<file path="config.mk">
export PLATFORM = sky130hd
export DESIGN_NAME = keypad_scan_decoder
export DESIGN_NICKNAME = d
export VERILOG_FILES = /design/src/rtl/calc_keys_pkg.sv /design/src/rtl/keypad_scan_timer.sv /design/src/rtl/keypad_scan_decoder.sv
export SDC_FILE = /design/constraint.sdc
export NUM_CORES = 1
export LEC_CHECK = 0
export ABC_AREA = 1
export CELL_PAD_IN_SITES_DETAIL_PLACEMENT = 1
export CELL_PAD_IN_SITES_GLOBAL_PLACEMENT = 2
export CORE_ASPECT_RATIO = 0.5
export CORE_MARGIN = 2
export CORE_UTILIZATION = 31
export CTS_CLUSTER_SIZE = 16
export DETAILED_ROUTE_END_ITERATION = 10
export PLACE_DENSITY_LB_ADDON = 0.1
export SLEW_MARGIN = 20
export SYNTH_ARGS = -nofsm -noshare
export SYNTH_HDL_FRONTEND = slang
export SYNTH_SLANG_ARGS = --single-unit
</file>
<file path="constraint.sdc">
create_clock -name clk -period 1.7 [get_ports clk]
set_clock_uncertainty 0.2 [all_clocks]
set_input_delay 0.255 -clock clk [delete_from_list [all_inputs] [get_ports clk]]
set_output_delay 0.255 -clock clk [all_outputs]
set_load 0.1 [all_outputs]
</file>
<file path="src/rtl/calc_keys_pkg.sv">
// Shared calculator key definitions: key codes, scanner states and the 4x4 keypad map.
package calc_keys_pkg;

    localparam logic [3:0] KEY_ADD = 4'hA;
    localparam logic [3:0] KEY_SUB = 4'hB;
    localparam logic [3:0] KEY_MUL = 4'hC;
    localparam logic [3:0] KEY_DIV = 4'hD;
    localparam logic [3:0] KEY_CLR = 4'hE;
    localparam logic [3:0] KEY_EQ  = 4'hF;

    localparam logic [1:0] SCAN     = 2'd0;
    localparam logic [1:0] DEBOUNCE = 2'd1;
    localparam logic [1:0] HELD     = 2'd2;

    // Row r, column c of the physical keypad to the calculator key code.
    function automatic logic [3:0] keymap(input logic [1:0] row, input logic [1:0] col);
        logic [3:0] code;
        unique case ({row, col})
            4'b00_00: code = 4'h1;
            4'b00_01: code = 4'h2;
            4'b00_10: code = 4'h3;
            4'b00_11: code = KEY_ADD;
            4'b01_00: code = 4'h4;
            4'b01_01: code = 4'h5;
            4'b01_10: code = 4'h6;
            4'b01_11: code = KEY_SUB;
            4'b10_00: code = 4'h7;
            4'b10_01: code = 4'h8;
            4'b10_10: code = 4'h9;
            4'b10_11: code = KEY_MUL;
            4'b11_00: code = KEY_CLR;
            4'b11_01: code = 4'h0;
            4'b11_10: code = KEY_EQ;
            default:  code = KEY_DIV;
        endcase
        return code;
    endfunction

    // Index of the lowest active-low row; only meaningful when some row is low.
    function automatic logic [1:0] low_row(input logic [3:0] rows);
        logic [1:0] idx;
        if (!rows[0])      idx = 2'd0;
        else if (!rows[1]) idx = 2'd1;
        else if (!rows[2]) idx = 2'd2;
        else               idx = 2'd3;
        return idx;
    endfunction

endpackage

</file>
<file path="src/rtl/keypad_scan_timer.sv">
// Column dwell counter; flags the last cycle of each dwell as the row sample point.
module scan_timer #(
    parameter int SCAN_DIV = 50000
) (
    input  logic clk,
    input  logic rst,
    output logic sample
);

    localparam int CW = $clog2(SCAN_DIV);
    localparam logic [CW-1:0] LAST = CW'(SCAN_DIV - 1);

    logic [CW-1:0] cnt_q;

    always_ff @(posedge clk or posedge rst) begin
        if (rst) begin
            cnt_q <= '0;
        end else if (cnt_q == LAST) begin
            cnt_q <= '0;
        end else begin
            cnt_q <= cnt_q + 1'b1;
        end
    end

    assign sample = (cnt_q == LAST);

endmodule

</file>
<file path="src/rtl/keypad_scan_decoder.sv">
// 4x4 matrix keypad scanner: drives one-hot columns, debounces rows, emits one pulse per press.
module keypad_scan_decoder
    import calc_keys_pkg::*;
#(
    parameter int SCAN_DIV     = 50000,
    parameter int DEBOUNCE_CNT = 4
) (
    input  logic       clk,
    input  logic       rst,
    input  logic [3:0] ROW,
    output logic [3:0] COL,
    output logic [3:0] KEY,
    output logic       key_valid,
    output logic       key_held
);

    localparam int DW = $clog2(DEBOUNCE_CNT + 1);
    localparam logic [DW-1:0] DEB_MAX = DW'(DEBOUNCE_CNT);
    localparam logic [DW-1:0] DEB_ONE = DW'(1);

    logic          sample;
    logic [3:0]    row_meta_q, rs_q;
    logic [1:0]    state_q, state_d;
    logic [1:0]    col_q, col_d;
    logic [1:0]    row_q, row_d;
    logic [DW-1:0] deb_q, deb_d;
    logic [DW-1:0] rel_q, rel_d;
    logic [3:0]    key_q, key_d;
    logic          valid_q, valid_d;
    logic          held_q, held_d;
    logic          hit;
    logic [1:0]    win_row;
    logic [DW-1:0] deb_inc, rel_inc;

    scan_timer #(
        .SCAN_DIV(SCAN_DIV)
    ) u_timer (
        .clk   (clk),
        .rst   (rst),
        .sample(sample)
    );

    always_ff @(posedge clk or posedge rst) begin
        if (rst) begin
            row_meta_q <= 4'hF;
            rs_q       <= 4'hF;
        end else begin
            row_meta_q <= ROW;
            rs_q       <= row_meta_q;
        end
    end

    always_comb begin
        hit     = (rs_q != 4'hF);
        win_row = low_row(rs_q);
        deb_inc = deb_q + 1'b1;
        rel_inc = rel_q + 1'b1;

        state_d = state_q;
        col_d   = col_q;
        row_d   = row_q;
        deb_d   = deb_q;
        rel_d   = rel_q;
        key_d   = key_q;
        valid_d = 1'b0;
        held_d  = held_q;

        if (sample) begin
            case (state_q)
                SCAN: begin
                    if (!hit) begin
                        col_d = col_q + 1'b1;
                    end else begin
                        row_d = win_row;
                        deb_d = DEB_ONE;
                        if (DEB_MAX == DEB_ONE) begin
                            key_d   = keymap(win_row, col_q);
                            valid_d = 1'b1;
                            held_d  = 1'b1;
                            deb_d   = '0;
                            rel_d   = '0;
                            state_d = HELD;
                        end else begin
                            state_d = DEBOUNCE;
                        end
                    end
                end
                DEBOUNCE: begin
                    if (hit && (win_row == row_q)) begin
                        deb_d = deb_inc;
                        if (deb_inc == DEB_MAX) begin
                            key_d   = keymap(row_q, col_q);
                            valid_d = 1'b1;
                            held_d  = 1'b1;
                            deb_d   = '0;
                            rel_d   = '0;
                            state_d = HELD;
                        end
                    end else begin
                        state_d = SCAN;
                        col_d   = col_q + 1'b1;
                        deb_d   = '0;
                    end
                end
                HELD: begin
                    // Only the latched row matters; other keys in the column are ignored.
                    if (rs_q[row_q]) begin
                        if (rel_inc == DEB_MAX) begin
                            held_d  = 1'b0;
                            rel_d   = '0;
                            state_d = SCAN;
                            col_d   = col_q + 1'b1;
                        end else begin
                            rel_d = rel_inc;
                        end
                    end else begin
                        rel_d = '0;
                    end
                end
                default: begin
                    state_d = SCAN;
                end
            endcase
        end
    end

    always_ff @(posedge clk or posedge rst) begin
        if (rst) begin
            state_q <= SCAN;
            col_q   <= 2'd0;
            row_q   <= 2'd0;
            deb_q   <= '0;
            rel_q   <= '0;
            key_q   <= 4'h0;
            valid_q <= 1'b0;
            held_q  <= 1'b0;
        end else begin
            state_q <= state_d;
            col_q   <= col_d;
            row_q   <= row_d;
            deb_q   <= deb_d;
            rel_q   <= rel_d;
            key_q   <= key_d;
            valid_q <= valid_d;
            held_q  <= held_d;
        end
    end

    always_comb begin
        COL = ~(4'b0001 << col_q);
    end

    assign KEY       = key_q;
    assign key_valid = valid_q;
    assign key_held  = held_q;

endmodule

</file>
==> results of run 1 <==
registers in the layout, indices dropped and copies added, names as in the netlist:
signal,count
key_held,1
rs_q,4
rel_q,3
KEY,4
row_q,2
u_timer.cnt_q,16
row_meta_q,4
key_valid,1
col_q,2
state_q,2
deb_q,3
worst max-delay path by stage:
| stage | start | to | depth (start not counted) |
|---|---|---|---|
| global placement | deb_q[0] | KEY[3] | 6 |
| CTS | col_q[0] | COL[3] | 4 |
| global route | u_timer.cnt_q[0] | key_held | 10 |
| floorplan | col_q[1] | KEY[2] | 7 |
| finish | rs_q[0] | KEY[1] | 9 |
| detailed placement | rs_q[2] | col_q[1] | 11 |
per-stage QoR:
| stage | setup slack, ns | instances | hold WS, ns | total power [mW] | TNS (ns) |
|---|---|---|---|---|---|
| global route | -0.169 | 463 | 0.157 | 2.18 | -2.09 |
| floorplan | -0.164 | 287 | 0.0595 | 1.07 | -0.302 |
| detailed placement | -0.186 | 436 | 0.147 | 1.11 | -1.99 |
| finish | -0.0787 | 463 | 0.130 | 2.09 | -0.345 |
| CTS | -0.0274 | 452 | 0.146 | 2.11 | -0.0855 |
| global placement | -0.156 | 436 | 0.146 | 1.10 | -1.46 |
logic make-up (layout without fill, tap and decap cells):
family          after synthesis  after routing  synth area share
compound gates               36             36            0.0792
xor+xnor                      7              7            0.0268
fa+ha+maj                    11             11            0.0601
buf+inv                      45            125            0.0792
flops                        42             42             0.463
simple gates                146            146             0.292
critical path, delay by kind of cell (launching register included):
kind / cells / cell delay (ns)
simple gates: 7 / 0.64
flops: 1 / 0.58
buf+inv: 1 / 0.15
compound gates: 1 / 0.12
final cells by class:
class / count / area share
Clock buffer: 7 / 0.0386
Clock inverter: 1 / 0.00135
Inverter: 43 / 0.0501
Multi-Input combinational cell: 200 / 0.389
Sequential cell: 42 / 0.288
Tap cell: 96 / 0.0325
Timing Repair Buffer: 74 / 0.201
cell usage in the layout (no fill, tap or decap), types with 4 or more instances in the layout:
| cell | n |
|---|---|
| buf_6 | 7 |
| dfstp_2 | 8 |
| nor2_4 | 11 |
| ha_1 | 4 |
| nor3_1 | 4 |
| clkbuf_16 | 5 |
| ha_4 | 6 |
| xor2_1 | 5 |
| o21ai_0 | 7 |
| a21oi_1 | 10 |
| buf_4 | 50 |
| inv_1 | 29 |
| clkinvlp_4 | 4 |
| nand2_4 | 9 |
| nand2_2 | 19 |
| nor2_1 | 19 |
| nand3_1 | 7 |
| o21ai_1 | 12 |
| nand4_1 | 6 |
| nand3_4 | 5 |
| dfrtp_1 | 32 |
| clkdlybuf4s50_1 | 5 |
| nand3_2 | 5 |
| nor2_2 | 8 |
| inv_2 | 6 |
| buf_12 | 12 |
| nand2_1 | 47 |
metal layers:
metal  global-route usage  wire [um]  vias up
met5                    0          0        -
met4               0.0431         70        0
met3               0.0471        164        6
met2                0.289       3230       16
met1                0.198       2980     1033
li1                     -          -     1062
power by group:
| group | leakage, nW | internal (mW) | switching, mW |
|---|---|---|---|
| Combinational | 1.09 | 0.0375 | 0.0484 |
| Sequential | 0.542 | 1.02 | 0.00751 |
| Clock | 0.0739 | 0.583 | 0.397 |
timing repair:
action	4_1_cts	5_1_grt
pin swaps	9	18
setup buffers	8	11
resized for setup	38	78
hold buffers	0	0
setup endpoints to repair	25	30
==> impl_metrics.env, run 1 <==
export IMPL_setup_viol=12
export IMPL_ioPinCount=16
export IMPL_avgSynthCellArea_um2=7.98
export IMPL_place_area_mm2=0.00299
export IMPL_start_util=0.316
export IMPL_num_antenna_cells=0
export IMPL_cp_slowest_stage_delay_ns=0.58
export IMPL_crit_chain="nand2_4, nor2_1, nand2_1, nand2_2, nand2_4, nor3_4, buf_12, nor2_2, a21oi_2"
export IMPL_grt_usage=0.163
export IMPL_cpMostUsedCell="nand2_4"
export IMPL_synthFlopType="dfrtp_1"
export IMPL_synth_edf_count=0
export IMPL_tightest_slew_ns=0.324
export IMPL_grt_pass1_vias=2172
export IMPL_worstPathRequired_ns=1.72
export IMPL_fp_row_count=22
export IMPL_syn_to_final_growth_pct=61.4
export IMPL_post_drt_via_cell_ratio=4.57
export IMPL_cts_buffers=5
export IMPL_cts_root_buf="clkbuf_16"
export IMPL_regToRegEndpoint="KEY[1]"
export IMPL_die_width_um=126
export IMPL_cp_start_kind="flop"
export IMPL_die_height_um=64.8
export IMPL_hold_violations=0
export IMPL_fill_cells=815
export IMPL_async_reset_ff_frac=1.00
export IMPL_die_area_mm2=0.00814
export IMPL_fin_crit_ns=1.78
export IMPL_rsz0062_at_grt="yes"
export IMPL_yosys_top_cells_count="nand2_1, inv_1, dfrtp_1"
export IMPL_cp_slowest_cell="dfstp_2"
export IMPL_r2r_start="rs_q[0]"
export IMPL_setup_ws_ns=-0.0787
export IMPL_crit_fanout=9
export IMPL_min_path_type="in -> async"
export IMPL_clkTransAtPathRegs_ns=0.07
export IMPL_violations="negative setup slack"
export IMPL_cts_htree_levels=2
export IMPL_core_mm2=0.00724
export IMPL_syn_instance_count=287
export IMPL_via_count=2117
export IMPL_drtIter0Drc=34
export IMPL_cts_sinks=42
export IMPL_wl_mm=6.45
export IMPL_reg2regPathDepth=9
export IMPL_drive_above_1_share=0.482
export IMPL_yosysWarnings=0
export IMPL_grt_overflow_total=0
export IMPL_max_freq_ghz=0.562
export IMPL_ir_worst_vdd_mv=0.295
export IMPL_slew_limit_headroom=0.782
export IMPL_reg2reg_slack_ns=-0.08
export IMPL_grt_max_degree=43
export IMPL_clock_path_buffers=2
export IMPL_seq_area_mm2=0.00106
export IMPL_synth_top_cell_area_share=0.371
export IMPL_status="complete, but fails checks"
export IMPL_grt_pass1_wl_mm=10.4
export IMPL_post_drt_wl_per_cell_um=13.9
export IMPL_power_density_mw_per_mm2=565
export IMPL_leakage_nw=1.71
export IMPL_final_util=0.511
export IMPL_place_congestion=0.766
export IMPL_fin_area_mm2=0.00370
export IMPL_dp_hpwl_mm=4.47
export IMPL_synth_nets=304
export IMPL_synth_top_area_cell="dfrtp_1"
export IMPL_slew_violations=0
export IMPL_cts_tree="built"
export IMPL_remaining_drc_errors=0
export IMPL_fin_nets=383
export IMPL_antenna_found_initial=0
export IMPL_ant_nets=0
export IMPL_dr_pass1_iters=4
export IMPL_multiInputGateArea_mm2=0.00144
export IMPL_synth_area_mm2=0.00229
export IMPL_synth_most_common_cell="nand2_1"
export IMPL_endpoint_kind="flop"
export IMPL_maxCapViolCount=0
export IMPL_yosysSeqAreaShare=0.463
export IMPL_port_buffers=15
export IMPL_cp_arrival_ns=1.80
export IMPL_ys_seq_elements=42
export IMPL_synth_area_leaders="dfrtp_1, nand2_1, dfstp_2"
export IMPL_synth_distinct_cells=27
export IMPL_worst_setup_path_type="reg -> reg"
export IMPL_clk_latency_ns=0.29
export IMPL_period_share=1.05
(Power assumes the default switching activity.)
==> run 2, diff against run 1 <==
--- a/config.mk
+++ b/config.mk
@@ -5,15 +5,12 @@
 export SDC_FILE = /design/constraint.sdc
 export NUM_CORES = 1
 export LEC_CHECK = 0
-export ABC_AREA = 1
-export CELL_PAD_IN_SITES_DETAIL_PLACEMENT = 1
-export CELL_PAD_IN_SITES_GLOBAL_PLACEMENT = 2
 export CORE_ASPECT_RATIO = 0.5
 export CORE_MARGIN = 2
-export CORE_UTILIZATION = 31
+export CORE_UTILIZATION = 52
 export CTS_CLUSTER_SIZE = 16
 export DETAILED_ROUTE_END_ITERATION = 10
-export PLACE_DENSITY_LB_ADDON = 0.1
+export PLACE_DENSITY = 0.75
 export SLEW_MARGIN = 20
 export SYNTH_ARGS = -nofsm -noshare
 export SYNTH_HDL_FRONTEND = slang
==> run 2 against run 1 <==
- the flow still finishes with violations (negative setup slack)
- worst hold slack got worse by 0.042 ns
- utilization is 38 points higher
- global-route usage increased by 12 points
- maximum frequency is 27% lower
- sequential share of layout area grew 1.2 points
- register-to-register slack lost 0.67 ns
- non-clock buffer count increased by 18
- critical path depth shrank 4
- via count grew 5.2%
- critical path type unchanged
- largest power group unchanged
==> impl_metrics.env, run 2 <==
export IMPL_post_drt_via_cell_ratio=6.07
export IMPL_die_width_um=96.0
export IMPL_top_register="u_timer.cnt_q"
export IMPL_post_drt_wl_per_cell_um=21.5
export IMPL_tns_ns=-13.85
export IMPL_synthFlopType="dfrtp_1"
export IMPL_drive_above_1_share=0.524
export IMPL_power_density_mw_per_mm2=550
export IMPL_regToRegEndpoint="col_q[1]"
export IMPL_dr_pass1_iters=4
export IMPL_period_share=1.44
export IMPL_synth_area_mm2=0.00220
export IMPL_yosysWarnings=0
export IMPL_synth_top_cell_area_share=0.386
export IMPL_status="complete, but fails checks"
export IMPL_clk_latency_ns=0.31
export IMPL_fin_nets=329
export IMPL_reg2regPathDepth=5
export IMPL_slew_violations=0
export IMPL_worstPathRequired_ns=1.70
export IMPL_place_congestion=0.812
export IMPL_ys_seq_elements=42
export IMPL_mostFrequentLayoutCells="buf_4, dfrtp_1, nor2_1, nand2_1, buf_6"
export IMPL_cts_buffers=5
export IMPL_syn_instance_count=218
export IMPL_synth_most_common_cell="dfrtp_1"
export IMPL_synth_edf_count=0
export IMPL_start_util=0.553
export IMPL_num_antenna_cells=0
export IMPL_grt_usage=0.279
export IMPL_place_ws_ns=-0.666
export IMPL_cp_start_kind="flop"
export IMPL_rsz0062_at_grt="yes"
export IMPL_wl_mm=7.90
export IMPL_cts_htree_levels=2
export IMPL_async_reset_ff_frac=1.00
export IMPL_antenna_found_initial=0
export IMPL_avgSynthCellArea_um2=10.1
export IMPL_drtIter0Drc=213
export IMPL_synth_distinct_cells=45
export IMPL_min_path_type="in -> async"
export IMPL_dp_hpwl_mm=3.64
export IMPL_cts_hold_buf=0
export IMPL_cp_arrival_ns=2.44
export IMPL_slew_limit_headroom=0.590
export IMPL_worst_path_buf_inv=0
export IMPL_finalNonFillerCells=367
export IMPL_max_freq_ghz=0.409
export IMPL_hold_violations=0
export IMPL_setup_viol=31
export IMPL_grt_overflow_total=0
export IMPL_syn_to_final_growth_pct=60.9
export IMPL_r2r_start="u_timer.cnt_q[12]"
export IMPL_mostFrequentLayoutCell="buf_4"
export IMPL_cts_tree="built"
export IMPL_yosysSeqAreaShare=0.482
export IMPL_synth_top_area_cell="dfrtp_1"
export IMPL_fill_cells=158
export IMPL_violations="negative setup slack"
export IMPL_yosys_top_cells_count="dfrtp_1, nor2_1, nand2_1"
export IMPL_remaining_drc_errors=0
export IMPL_cp_slowest_stage_delay_ns=0.59
export IMPL_setup_ws_ns=-0.745
export IMPL_leakage_nw=1.66
export IMPL_grt_max_degree=24
export IMPL_path_delay_family="simple AND/OR/NAND/NOR gates"
export IMPL_clock_path_buffers=2
export IMPL_clkTransAtPathRegs_ns=0.09
export IMPL_fp_row_count=16
export IMPL_die_area_mm2=0.00480
export IMPL_grt_pass1_wl_mm=9.94
export IMPL_via_count=2227
export IMPL_ant_nets=0
export IMPL_cp_slowest_cell="or4bb_4"
export IMPL_dpl_cell_count=343
export IMPL_maxCapViolCount=0
export IMPL_die_height_um=50.0
export IMPL_multiInputGateArea_mm2=0.00135
export IMPL_ioPinCount=16
export IMPL_synth_area_leaders="dfrtp_1, dfstp_2, ha_1"
export IMPL_crit_chain="or4bb_4, nor4_4, o21ai_1, a211oi_2, mux2_4"
export IMPL_fin_crit_ns=2.45
export IMPL_tightest_slew_ns=0.611
export IMPL_crit_fanout=2
export IMPL_cts_sinks=42
export IMPL_seq_area_mm2=0.00106
export IMPL_worst_setup_path_type="reg -> reg"
export IMPL_largest_reg_flops=16
export IMPL_grt_pass1_vias=2078
export IMPL_reg2reg_slack_ns=-0.75
export IMPL_endpoint_kind="flop"
export IMPL_cts_root_buf="clkbuf_8"
export IMPL_ir_worst_vdd_mv=0.393
export IMPL_port_buffers=15
export IMPL_synth_nets=235
export IMPL_core_mm2=0.00398
[run 2: cell count changes after synthesis, sizes merged, moves of 4 or more]
cell | previous run | this run
a21oi | 13 | 6
nand3 | 17 | 12
or3 | 0 | 4
nand2 | 75 | 19
nor2 | 38 | 22
mux2 | 0 | 4
nor3b | 0 | 4
inv | 42 | 14
o21ai | 22 | 14
xnor2 | 0 | 7
nand2b | 0 | 4
[run 2: what timing repair did]
| item | in CTS | in global routing |
|---|---|---|
| setup endpoints to repair | 32 | 34 |
| cloned | 1 | 0 |
| buffers inserted | 11 | 8 |
| gates resized for setup | 37 | 47 |
| pin swaps | 6 | 21 |
[run 2: through the flow]
stage / area (um2) / power, mW / utilization / hold WS [ns]
finish: 3540 / 1.95 / 0.889 / 0.0879
global route: 3540 / 2.00 / 0.889 / 0.125
CTS: 3310 / 1.92 / 0.831 / 0.103
detailed placement: 2980 / 1.11 / 0.747 / 0.147
global placement: 2980 / 1.10 / 0.747 / 0.146
floorplan: 2230 / 1.07 / - / 0.0595
[run 2: area by class of cell]
| class | count | area share |
|---|---|---|
| Multi-Input combinational cell | 157 | 0.382 |
| Sequential cell | 42 | 0.300 |
| Timing Repair Buffer | 92 | 0.248 |
| Clock buffer | 7 | 0.0244 |
| Tap cell | 54 | 0.0191 |
| Inverter | 14 | 0.0187 |
| Clock inverter | 1 | 0.00848 |
[run 2: routing by layer]
metal | vias up | global-route usage | routed length (um)
met4 | 0 | 0.100 | 400
met2 | 124 | 0.470 | 3870
met1 | 1109 | 0.356 | 3120
met5 | - | 0 | 0
li1 | 949 | - | -
met3 | 45 | 0.0596 | 513
[run 2: cells by family (layout without fill, tap and decap cells)]
family                   after synthesis  count (layout)  share of synthesized area
multiplexers                           8               8                     0.0443
flip-flops                            42              42                      0.482
AND/OR/NAND/NOR                       90              90                      0.226
AO/OA/AOI/OAI                         34              34                     0.0960
buffers and inverters                 19             114                     0.0335
XOR/XNOR                              14              14                     0.0557
adder cells (fa/ha/maj)               11              11                     0.0625
[run 2: worst reg2reg max path, cell delays in order (launching register included)]
cell      delay [ns]
dfrtp_1         0.40
or4bb_4         0.59
nor4_4          0.35
o21ai_1         0.14
a211oi_2        0.32
mux2_4          0.35
[run 2: worst max path at each step]
stage | cells past startpoint | to | startpoint | slack (ns)
floorplan | 5 | col_q[1] | u_timer.cnt_q[13] | -0.64
global route | 5 | col_q[1] | u_timer.cnt_q[12] | -0.80
detailed placement | 5 | col_q[1] | u_timer.cnt_q[13] | -0.67
global placement | 5 | col_q[1] | u_timer.cnt_q[13] | -0.59
finish | 5 | col_q[1] | u_timer.cnt_q[12] | -0.75
CTS | 5 | col_q[1] | u_timer.cnt_q[5] | -0.59
[run 2: power breakdown]
| part | switching (mW) | internal [mW] | total [mW] |
|---|---|---|---|
| registers | 0.00701 | 1.02 | 1.02 |
| clock network | 0.372 | 0.479 | 0.851 |
| logic | 0.0427 | 0.0311 | 0.0738 |
==> run 3, diff against run 2 <==
--- a/config.mk
+++ b/config.mk
@@ -5,12 +5,15 @@
 export SDC_FILE = /design/constraint.sdc
 export NUM_CORES = 1
 export LEC_CHECK = 0
+export CELL_PAD_IN_SITES_DETAIL_PLACEMENT = 2
+export CELL_PAD_IN_SITES_GLOBAL_PLACEMENT = 2
 export CORE_ASPECT_RATIO = 0.5
 export CORE_MARGIN = 2
-export CORE_UTILIZATION = 52
+export CORE_UTILIZATION = 34
 export CTS_CLUSTER_SIZE = 16
 export DETAILED_ROUTE_END_ITERATION = 10
-export PLACE_DENSITY = 0.75
+export PLACE_DENSITY_LB_ADDON = 0.1
+export SKIP_CTS_REPAIR_TIMING = 1
 export SLEW_MARGIN = 20
 export SYNTH_ARGS = -nofsm -noshare
 export SYNTH_HDL_FRONTEND = slang
==> run 3 against run 2 <==
- the flow still finishes with violations (negative setup slack)
- power grew 16%
- clock-buffer cell count shrank 2
- highest routed layer unchanged
- cell count up 9.3%
- sequential power hardly changed
- utilization decreased by 30 points
- non-clock buffer count stayed put
- register-to-register slack got worse by 0.04 ns
==> impl_metrics.env, run 3 (synthesis results as in run 2) <==
export IMPL_mostFrequentLayoutCell="buf_4"
export IMPL_cp_arrival_ns=2.46
export IMPL_post_drt_wl_per_cell_um=24.5
export IMPL_post_drt_via_cell_ratio=5.17
export IMPL_whs_path_depth=0
export IMPL_top_register="u_timer.cnt_q"
export IMPL_min_path_type="reg -> reg"
export IMPL_ioPinCount=16
export IMPL_slew_violations=0
export IMPL_tightest_slew_ns=0.434
export IMPL_endpoint_kind="flop"
export IMPL_crit_fanout=3
export IMPL_cts_tree="built"
export IMPL_min_delay_start="row_meta_q[3]"
export IMPL_die_width_um=118
export IMPL_cts_sinks=42
export IMPL_fin_area_mm2=0.00360
export IMPL_power_density_mw_per_mm2=628
export IMPL_ant_nets=0
export IMPL_die_area_mm2=0.00718
export IMPL_r2r_start="u_timer.cnt_q[11]"
export IMPL_mostFrequentLayoutCells="buf_4, dfrtp_1, nor2_1"
export IMPL_finalPower_mw=2.26
export IMPL_cts_buffers=5
export IMPL_drive_above_1_share=0.502
export IMPL_regToRegEndpoint="col_q[1]"
export IMPL_num_antenna_cells=0
export IMPL_wl_mm=9.82
export IMPL_fin_crit_ns=2.49
export IMPL_place_area_mm2=0.00306
export IMPL_grt_max_degree=43
export IMPL_die_height_um=60.9
export IMPL_dp_hpwl_mm=5.44
export IMPL_setup_ws_ns=-0.788
export IMPL_grt_pass1_wl_mm=12.4
export IMPL_worstPathRequired_ns=1.68
export IMPL_start_util=0.358
export IMPL_syn_to_final_growth_pct=63.5
export IMPL_place_ws_ns=-0.753
export IMPL_grt_pass1_vias=2384
export IMPL_multiInputGateArea_mm2=0.00132
export IMPL_remaining_drc_errors=0
export IMPL_setup_viol=33
export IMPL_grt_overflow_total=0
export IMPL_via_count=2072
export IMPL_crit_chain="or4_4, nor4_4, o21ai_1, a211oi_2, mux2_1"
export IMPL_worst_setup_path_type="reg -> reg"
export IMPL_cts_htree_levels=2
export IMPL_hold_violations=0
export IMPL_finalNonFillerCells=401
export IMPL_final_util=0.585
export IMPL_cp_slowest_cell="or4_4"
export IMPL_maxCapViolCount=0
export IMPL_clock_path_buffers=2
export IMPL_fill_cells=595
export IMPL_place_congestion=0.771
export IMPL_violations="negative setup slack"
export IMPL_grt_usage=0.230
export IMPL_max_freq_ghz=0.402
export IMPL_port_buffers=15
export IMPL_reg2regPathDepth=5
export IMPL_fin_nets=329
export IMPL_rsz0062_at_grt="yes"
export IMPL_fp_row_count=20
export IMPL_period_share=1.46
export IMPL_cp_slowest_stage_delay_ns=0.59
export IMPL_hold_end="rs_q[3]"
export IMPL_dr_pass1_iters=4
export IMPL_fin_hold_ws_ns=0.164
export IMPL_tns_ns=-14.97
export IMPL_ir_worst_vdd_mv=0.517
export IMPL_seq_area_mm2=0.00106
export IMPL_cp_start_kind="flop"
export IMPL_clkTransAtPathRegs_ns=0.07
export IMPL_cts_root_buf="clkbuf_16"
export IMPL_largest_reg_flops=16
export IMPL_dpl_cell_count=381
export IMPL_leakage_nw=1.70
export IMPL_clk_latency_ns=0.30
export IMPL_core_mm2=0.00616
export IMPL_status="complete, but fails checks"
export IMPL_drtIter0Drc=88
export IMPL_reg2reg_slack_ns=-0.79
export IMPL_slew_limit_headroom=0.710
export IMPL_antenna_found_initial=0
run 3: cell type report:
class / count / share of cell area
Clock inverter: 3 / 0.0122
Tap cell: 88 / 0.0306
Timing Repair Buffer: 92 / 0.243
Multi-Input combinational cell: 157 / 0.367
Inverter: 14 / 0.0184
Sequential cell: 42 / 0.295
Clock buffer: 5 / 0.0347
run 3: per-layer routing:
layer / GRT usage / routed length [um] / up-vias
met2: 0.502 / 5200 / 41
met3: 0.0479 / 323 / 20
met1: 0.230 / 4030 / 1067
li1: - / - / 944
met4: 0.0620 / 267 / 0
met5: 0 / 0 / -
run 3: power by group:
| part | leakage [nW] | total, mW | switching [mW] | internal, mW |
|---|---|---|---|---|
| logic | 1.07 | 0.0786 | 0.0457 | 0.0329 |
| clock network | 0.0842 | 1.16 | 0.463 | 0.697 |
| registers | 0.545 | 1.02 | 0.00733 | 1.02 |
run 3: worst max-delay path, delay by kind of cell (launching register included):
kind               cells  cell delay, ns
AOI/OAI and AO/OA      2            0.39
DFF                    1            0.42
muxes                  1            0.36
and+or+nand+nor        2            0.99
run 3: worst max path at each step:
stage	start	to	slack, ns	depth (start not counted)
floorplan	u_timer.cnt_q[13]	col_q[1]	-0.64	5
global placement	u_timer.cnt_q[13]	col_q[1]	-0.58	5
global route	u_timer.cnt_q[11]	col_q[1]	-0.88	5
finish	u_timer.cnt_q[11]	col_q[1]	-0.79	5
detailed placement	u_timer.cnt_q[5]	state_q[1]	-0.75	5
CTS	u_timer.cnt_q[5]	state_q[1]	-0.89	5
